$ cat src/rtl/extmem_ctrl_if.sv
// ---------------------------------------------------------------------------
// extmem_ctrl_if
// Bundles the request, response and external memory bus signals of
// extmem_ctrl.
//   master : the controller (accepts requests, returns responses, drives
//            the external memory port)
//   slave  : its environment (requester, response consumer, memory pins)
// ---------------------------------------------------------------------------
interface extmem_ctrl_if;
  localparam int unsigned ADR_W = 13;
  localparam int unsigned DAT_W = 32;
  localparam int unsigned BE_W  = 4;

  // request channel
  logic             req_valid;
  logic             req_ready;
  logic             req_rwb;
  logic             req_line;
  logic [ADR_W-1:0] req_adr;
  logic [DAT_W-1:0] req_wdata;
  logic [BE_W-1:0]  req_byteen;

  // response channel
  logic             resp_valid;
  logic [DAT_W-1:0] resp_data;
  logic             resp_last;
  logic             resp_err;

  // external memory port
  logic [ADR_W-1:0] mem_adr;
  logic [DAT_W-1:0] mem_wdata;
  logic             mem_wdata_oe;
  logic [DAT_W-1:0] mem_rdata;
  logic [BE_W-1:0]  mem_byteen;
  logic             mem_rwb;
  logic             mem_en;
  logic             mem_done;

  modport master (
    input  req_valid, req_rwb, req_line, req_adr, req_wdata, req_byteen,
    input  mem_rdata, mem_done,
    output req_ready,
    output resp_valid, resp_data, resp_last, resp_err,
    output mem_adr, mem_wdata, mem_wdata_oe, mem_byteen, mem_rwb, mem_en
  );

  modport slave (
    output req_valid, req_rwb, req_line, req_adr, req_wdata, req_byteen,
    output mem_rdata, mem_done,
    input  req_ready,
    input  resp_valid, resp_data, resp_last, resp_err,
    input  mem_adr, mem_wdata, mem_wdata_oe, mem_byteen, mem_rwb, mem_en
  );
endinterface

$ cat src/rtl/extmem_ctrl.sv
// ---------------------------------------------------------------------------
// extmem_ctrl
// Request sequencer between cache/fetch logic and the external memory port.
// Accepts one request at a time: a byte-enabled single-word write, a
// single-word read, or an aligned 4-word line read. One beat completes per
// sampled mem_done; every completed beat returns a one-cycle response pulse.
//
// Ports
//   ph1      : system clock, rising edge
//   reset_b  : synchronous reset, active low
//   bus      : extmem_ctrl_if.master
//              req_*  : request (valid/ready, rwb, line, adr, wdata, byteen)
//              resp_* : response pulse (valid, data, last, err)
//              mem_*  : external bus (adr, wdata, wdata_oe, rdata, byteen,
//                       rwb, en, done)
//
// Optional feature
//   EXTMEM_CTRL_TIMEOUT_EN : when defined, a beat waiting more than
//   TIMEOUT_CYC cycles for mem_done is aborted with resp_err. When not
//   defined, resp_err is always 0 and a beat waits forever.
// ---------------------------------------------------------------------------
module extmem_ctrl #(
  parameter int unsigned TIMEOUT_CYC = 255
) (
  input logic          ph1,
  input logic          reset_b,
  extmem_ctrl_if.master bus
);

  localparam int unsigned ADR_W  = 13;
  localparam int unsigned DAT_W  = 32;
  localparam int unsigned BE_W   = 4;
  localparam int unsigned BEAT_W = 2;
  localparam int unsigned WCNT_W = 8;

  typedef enum logic [0:0] {
    S_IDLE = 1'b0,
    S_XFER = 1'b1
  } state_t;

  state_t              state;
  logic                lat_rwb;
  logic                lat_line;
  logic [ADR_W-1:0]    lat_adr;
  logic [BEAT_W-1:0]   beat;
  logic                last_beat_c;

`ifdef EXTMEM_CTRL_TIMEOUT_EN
  localparam logic [WCNT_W-1:0] TO_LIMIT = WCNT_W'(TIMEOUT_CYC);
  logic [WCNT_W-1:0]   wcnt;
`else
  logic                unused_timeout_cyc;
  assign unused_timeout_cyc = ^WCNT_W'(TIMEOUT_CYC);
`endif

  // A single access, or beat 3 of a line, finishes the request.
  assign last_beat_c = !lat_line || (beat == BEAT_W'(3));

  // Request sequencer: state, latched request and all registered outputs.
  always_ff @(posedge ph1) begin
    if (!reset_b) begin
      state            <= S_IDLE;
      lat_rwb          <= 1'b1;
      lat_line         <= 1'b0;
      lat_adr          <= '0;
      beat             <= '0;
`ifdef EXTMEM_CTRL_TIMEOUT_EN
      wcnt             <= '0;
`endif
      bus.req_ready    <= 1'b1;
      bus.resp_valid   <= 1'b0;
      bus.resp_data    <= '0;
      bus.resp_last    <= 1'b0;
      bus.resp_err     <= 1'b0;
      bus.mem_adr      <= '0;
      bus.mem_wdata    <= '0;
      bus.mem_wdata_oe <= 1'b0;
      bus.mem_byteen   <= '0;
      bus.mem_rwb      <= 1'b1;
      bus.mem_en       <= 1'b0;
    end else begin
      // response flags are single-cycle pulses
      bus.resp_valid <= 1'b0;
      bus.resp_last  <= 1'b0;
      bus.resp_err   <= 1'b0;

      case (state)
        S_IDLE: begin
          if (bus.req_valid) begin
            state            <= S_XFER;
            bus.req_ready    <= 1'b0;
            lat_rwb          <= bus.req_rwb;
            // line is only meaningful for reads
            lat_line         <= bus.req_rwb & bus.req_line;
            beat             <= '0;
`ifdef EXTMEM_CTRL_TIMEOUT_EN
            wcnt             <= '0;
`endif
            // a line starts on its aligned first word
            if (bus.req_rwb && bus.req_line) begin
              lat_adr     <= {bus.req_adr[ADR_W-1:2], 2'b00};
              bus.mem_adr <= {bus.req_adr[ADR_W-1:2], 2'b00};
            end else begin
              lat_adr     <= bus.req_adr;
              bus.mem_adr <= bus.req_adr;
            end
            bus.mem_en       <= 1'b1;
            bus.mem_rwb      <= bus.req_rwb;
            bus.mem_wdata    <= bus.req_wdata;
            bus.mem_wdata_oe <= ~bus.req_rwb;
            bus.mem_byteen   <= bus.req_rwb ? BE_W'(0) : bus.req_byteen;
          end
        end

        S_XFER: begin
          if (bus.mem_done) begin
            bus.resp_valid <= 1'b1;
            bus.resp_data  <= lat_rwb ? bus.mem_rdata : DAT_W'(0);
            bus.resp_last  <= last_beat_c;
`ifdef EXTMEM_CTRL_TIMEOUT_EN
            wcnt           <= '0;
`endif
            if (last_beat_c) begin
              // memory commits whenever rwb=0, so release it immediately
              state            <= S_IDLE;
              bus.req_ready    <= 1'b1;
              bus.mem_en       <= 1'b0;
              bus.mem_rwb      <= 1'b1;
              bus.mem_wdata_oe <= 1'b0;
              bus.mem_byteen   <= '0;
            end else begin
              beat        <= beat + BEAT_W'(1);
              bus.mem_adr <= {lat_adr[ADR_W-1:2], beat + BEAT_W'(1)};
            end
          end
`ifdef EXTMEM_CTRL_TIMEOUT_EN
          else if (wcnt == TO_LIMIT) begin
            // abort the whole request with a single error response
            bus.resp_valid   <= 1'b1;
            bus.resp_data    <= '0;
            bus.resp_last    <= 1'b1;
            bus.resp_err     <= 1'b1;
            state            <= S_IDLE;
            bus.req_ready    <= 1'b1;
            bus.mem_en       <= 1'b0;
            bus.mem_rwb      <= 1'b1;
            bus.mem_wdata_oe <= 1'b0;
            bus.mem_byteen   <= '0;
            wcnt             <= '0;
          end else begin
            wcnt <= wcnt + WCNT_W'(1);
          end
`endif
        end

        default: begin
          state         <= S_IDLE;
          bus.req_ready <= 1'b1;
          bus.mem_en    <= 1'b0;
          bus.mem_rwb   <= 1'b1;
        end
      endcase
    end
  end

endmodule

$ cat src/flat_wrapper.sv
// flat-port wrapper written by rule: the top's interface ports become plain ports
module extmem_ctrl_flat 
#(
  parameter int unsigned TIMEOUT_CYC = 255
)
  (ph1, reset_b, bus_req_valid, bus_req_rwb, bus_req_line, bus_req_adr, bus_req_wdata, bus_req_byteen, bus_mem_rdata, bus_mem_done, bus_req_ready, bus_resp_valid, bus_resp_data, bus_resp_last, bus_resp_err, bus_mem_adr, bus_mem_wdata, bus_mem_wdata_oe, bus_mem_byteen, bus_mem_rwb, bus_mem_en);
  extmem_ctrl_if bus_i ();
  input logic ph1;
  input logic reset_b;
  input wire logic [$bits(bus_i.req_valid)-1:0] bus_req_valid;
  input wire logic [$bits(bus_i.req_rwb)-1:0] bus_req_rwb;
  input wire logic [$bits(bus_i.req_line)-1:0] bus_req_line;
  input wire logic [$bits(bus_i.req_adr)-1:0] bus_req_adr;
  input wire logic [$bits(bus_i.req_wdata)-1:0] bus_req_wdata;
  input wire logic [$bits(bus_i.req_byteen)-1:0] bus_req_byteen;
  input wire logic [$bits(bus_i.mem_rdata)-1:0] bus_mem_rdata;
  input wire logic [$bits(bus_i.mem_done)-1:0] bus_mem_done;
  output wire logic [$bits(bus_i.req_ready)-1:0] bus_req_ready;
  output wire logic [$bits(bus_i.resp_valid)-1:0] bus_resp_valid;
  output wire logic [$bits(bus_i.resp_data)-1:0] bus_resp_data;
  output wire logic [$bits(bus_i.resp_last)-1:0] bus_resp_last;
  output wire logic [$bits(bus_i.resp_err)-1:0] bus_resp_err;
  output wire logic [$bits(bus_i.mem_adr)-1:0] bus_mem_adr;
  output wire logic [$bits(bus_i.mem_wdata)-1:0] bus_mem_wdata;
  output wire logic [$bits(bus_i.mem_wdata_oe)-1:0] bus_mem_wdata_oe;
  output wire logic [$bits(bus_i.mem_byteen)-1:0] bus_mem_byteen;
  output wire logic [$bits(bus_i.mem_rwb)-1:0] bus_mem_rwb;
  output wire logic [$bits(bus_i.mem_en)-1:0] bus_mem_en;
  assign bus_i.req_valid = bus_req_valid;
  assign bus_i.req_rwb = bus_req_rwb;
  assign bus_i.req_line = bus_req_line;
  assign bus_i.req_adr = bus_req_adr;
  assign bus_i.req_wdata = bus_req_wdata;
  assign bus_i.req_byteen = bus_req_byteen;
  assign bus_i.mem_rdata = bus_mem_rdata;
  assign bus_i.mem_done = bus_mem_done;
  assign bus_req_ready = bus_i.req_ready;
  assign bus_resp_valid = bus_i.resp_valid;
  assign bus_resp_data = bus_i.resp_data;
  assign bus_resp_last = bus_i.resp_last;
  assign bus_resp_err = bus_i.resp_err;
  assign bus_mem_adr = bus_i.mem_adr;
  assign bus_mem_wdata = bus_i.mem_wdata;
  assign bus_mem_wdata_oe = bus_i.mem_wdata_oe;
  assign bus_mem_byteen = bus_i.mem_byteen;
  assign bus_mem_rwb = bus_i.mem_rwb;
  assign bus_mem_en = bus_i.mem_en;
  extmem_ctrl #(.TIMEOUT_CYC(TIMEOUT_CYC)) u_core (.ph1(ph1), .reset_b(reset_b), .bus(bus_i));
endmodule
$ cat config.mk
export PLATFORM = sky130hd
export DESIGN_NAME = extmem_ctrl_flat
export DESIGN_NICKNAME = d
export VERILOG_FILES = /design/src/rtl/extmem_ctrl_if.sv /design/src/rtl/extmem_ctrl.sv /design/src/flat_wrapper.sv
export SDC_FILE = /design/constraint.sdc
export NUM_CORES = 1
export LEC_CHECK = 0
export ABC_CLOCK_PERIOD_IN_PS = 1600
export CORE_MARGIN = 2
export CORE_UTILIZATION = 40
export CTS_CLUSTER_DIAMETER = 40
export CTS_CLUSTER_SIZE = 10
export DETAILED_ROUTE_END_ITERATION = 12
export HOLD_SLACK_MARGIN = 0.03
export PLACE_DENSITY = 0.79
export REMOVE_ABC_BUFFERS = 1
export SYNTH_ARGS = -nofsm -noshare
export SYNTH_HDL_FRONTEND = slang
export SYNTH_SLANG_ARGS = --single-unit
export TNS_END_PERCENT = 20
$ cat constraint.sdc
create_clock -name ph1 -period 1.6 [get_ports ph1]
set_clock_uncertainty 0.05 [all_clocks]
set_input_delay 0.24 -clock ph1 [delete_from_list [all_inputs] [get_ports ph1]]
set_output_delay 0.24 -clock ph1 [all_outputs]
set_load 0.02 [all_outputs]
==> flow_summary.json <==
{
  "grt_use_met1": 0.226,
  "synth_edf_count": 0,
  "synthArstFlopShare": 0,
  "totalWireLength_um": 9920,
  "crit_family": "simple AND/OR/NAND/NOR gates",
  "io_pins": 175,
  "hold_viol": 0,
  "postPlaceCellArea_um2": 5650,
  "leakage_nw": 2.88,
  "overflow": 0,
  "place.gp.congestion": 0.817,
  "grt_max_degree": 37,
  "clk_latency_ns": 0.36,
  "syn_area_per_cell_um2": 9.48,
  "detail_route.wl_per_cell_um": 14.6,
  "slew_violations": 0,
  "peakVddDrop_mv": 0.590,
  "drv_cap": 0,
  "tritoncts": "yes",
  "dp_cells": 664,
  "synth_top_area_cell": "dfxtp_1",
  "yosys_warnings": 0,
  "vias": 3448,
  "top_usage_layer": "met2",
  "period_share": 0.919,
  "seq_area_frac_synth": 0.562,
  "synthTopCellsByArea": "dfxtp_1 56%, nand2_1 9.9%, a22o_1 7.6%",
  "path_buf_inv": 1,
  "grt.total_usage": 0.197,
  "stdcell_area_um2": 5820,
  "fillers": 752,
  "numPortBuffers": 173,
  "vias_per_cell": 5.07,
  "utilization": 0.661,
  "status": "finished, final reports clean",
  "fin_nets": 655,
  "cp_max_fo": 8,
  "ys_top_cells_by_count": "103 x dfxtp_1, 97 x nand2_1, 51 x a21oi_1, 32 x a22o_1, 16 x buf_2",
  "worstSetupPathType": "reg2reg",
  "drive_gt1_frac": 0.0892,
  "rows": 34,
  "setup_viol": 0,
  "synth.most_common_cell": "dfxtp_1",
  "antenna_found_initial": 0,
  "period_needed_ns": 1.47,
  "syn_inst": 387,
  "met3_usage": 0.0843,
  "grt_pass1_wl_um": 15800,
  "powerDensity_nw_per_um2": 959,
  "n_antenna_cell": 0,
  "synth_top_cell_area_share": 0.562,
  "drt_pass1_iterations": 6,
  "h-tree-depth": 3,
  "grt_use_met2": 0.343,
  "drc": 0,
  "clock_sinks": 103,
  "syn-cell-area_um2": 3670,
  "crit_path_end_kind": "flip-flop",
  "ys_types": 31,
  "synth_ff_type": "dfxtp_1",
  "dieArea_um2": 9960,
  "fin_hold_ws_ns": 0.369,
  "path_cells": "ha_1 -> and4b_1 -> buf_4 -> o21ai_0 -> o211a_1",
  "hp-class": "in2reg",
  "synth_seq_cells": 103,
  "die_w_um": 99.8,
  "rsz0062_at_grt": "false",
  "drt_iter0_markers": 127,
  "cts_hold_buf": 0,
  "fmax_mhz": 680,
  "clockBufferDepth": 2,
  "core_area_um2": 8810,
  "worst_path_max_delay_cell": "and4b_1",
  "grt_pass1_vias": 3382,
  "die_h_um": 99.8,
  "postRouteAntennaNets": 0,
  "max_stage_delay_ns": 0.35,
  "cp-start-kind": "flip-flop",
  "cts_buffers": 9,
  "start_util": 0.417,
  "finish.cell_count_without_fillers": 680,
  "path_clk_slew_ns": 0.11,
  "critPathArrivalTime_ns": 1.67,
  "required_ns": 1.80,
  "syn2layout_area_growth_pct": 58.6,
  "root_buffer": "clkbuf_8",
  "hpwl_um": 7200
}
## layer usage
metal  vias to the layer above  wire (µm)
li1                       1700          -
met2                       148       4630
met1                      1594       4110
met5                         -          0
met4                         0         71
met3                         6       1110
## report_power, final
part / total [W] / internal (W) / switching, W / leakage, nW
logic: 0.000986 / 0.000499 / 0.000487 / 1.92
registers: 0.00278 / 0.00271 / 0.0000751 / 0.844
clock network: 0.00182 / 0.000903 / 0.000913 / 0.108
## through the flow
step / TNS, ns / total power, W / worst slack, ns
finish: 0 / 0.00558 / 0.130
global route: 0 / 0.00584 / 0.0298
CTS: 0 / 0.00564 / 0.000842
detailed placement: -0.576 / 0.00391 / -0.0406
global placement: -0.642 / 0.00389 / -0.0243
floorplan: -116.64 / 0.00327 / -1.53
## path summary, 6_finish.rpt
kind | startpoint | end | slack [ns] | cells after the start
setup / recovery | u_core.beat[0] | u_core.bus.mem_adr[9] | 0.13 | 5
setup reg to reg | u_core.beat[0] | u_core.bus.mem_adr[9] | 0.13 | 5
hold reg to reg | u_core.bus.mem_wdata[17] | u_core.bus.mem_wdata[17] | 0.40 | 2
hold / removal | bus_req_wdata[22] | u_core.bus.mem_wdata[22] | 0.37 | 3
## flip-flops by register name, indices dropped and copies added (netlist names), 2 cells and up
register,cells
u_core.bus.resp_data,32
u_core.lat_adr,11
u_core.bus.mem_byteen,4
u_core.bus.mem_adr,13
u_core.beat,2
u_core.bus.mem_wdata,32
## cells in the final DEF (no fill, tap or decap), types with 2 or more instances in the layout
cell             netlist  layout
a21oi_1               51      50
a22o_1                32      32
buf_12                 0       4
buf_4                  3      23
bufinv_16              0       2
clkbuf_8               0       9
clkdlybuf4s50_1        0      86
clkinvlp_4             0       2
dfxtp_1              103     103
dlygate4sd2_1          0      75
dlymetal6s2s_1         0      12
inv_1                  2       2
inv_6                  0       2
mux2i_1               11      11
nand2_1               97      97
nand2b_1               4       3
nand3_1                2       2
nor2_1                 3       2
o211a_1               15      15
o211ai_1               5       5
o21ai_0               12      12
o21ai_1                2       2
o221ai_1               2       2
## worst register-to-register path: cells and delay by family, from the launching register on
| kind | cells | cell delay [ns] |
|---|---|---|
| buffers and inverters | 1 | 0.18 |
| DFF | 1 | 0.34 |
| adders and majority gates | 1 | 0.23 |
| AOI/OAI and AO/OA | 2 | 0.23 |
| and+or+nand+nor | 1 | 0.35 |
## kinds of logic (layout without fill, tap and decap cells)
logic type                 count (synthesis)  after routing  share of synthesized area
buffers and inverters                     35            220                     0.0464
adders and majority gates                  1              1                    0.00341
other                                      1              1                    0.00102
muxes                                     11             11                     0.0300
DFF                                      103            103                      0.562
and+or+nand+nor                          113            113                      0.127
AOI/OAI and AO/OA                        123            123                      0.230
## cell type report
class                           count  area (µm²)  area share
Clock inverter                      7         104      0.0178
Clock buffer                        9         124      0.0213
Sequential cell                   103        2060       0.354
Inverter                            3        11.3     0.00193
Timing Repair Buffer              201        1930       0.332
Multi-Input combinational cell    249        1450       0.250
Tap cell                          108         135      0.0232
## what timing repair did
item,CTS,global route
endpoints found under the setup margin,75,13
resized for setup,75,13
buffers inserted,0,0
hold endpoints to repair,0,0
Power figures use the tool's default switching activity.
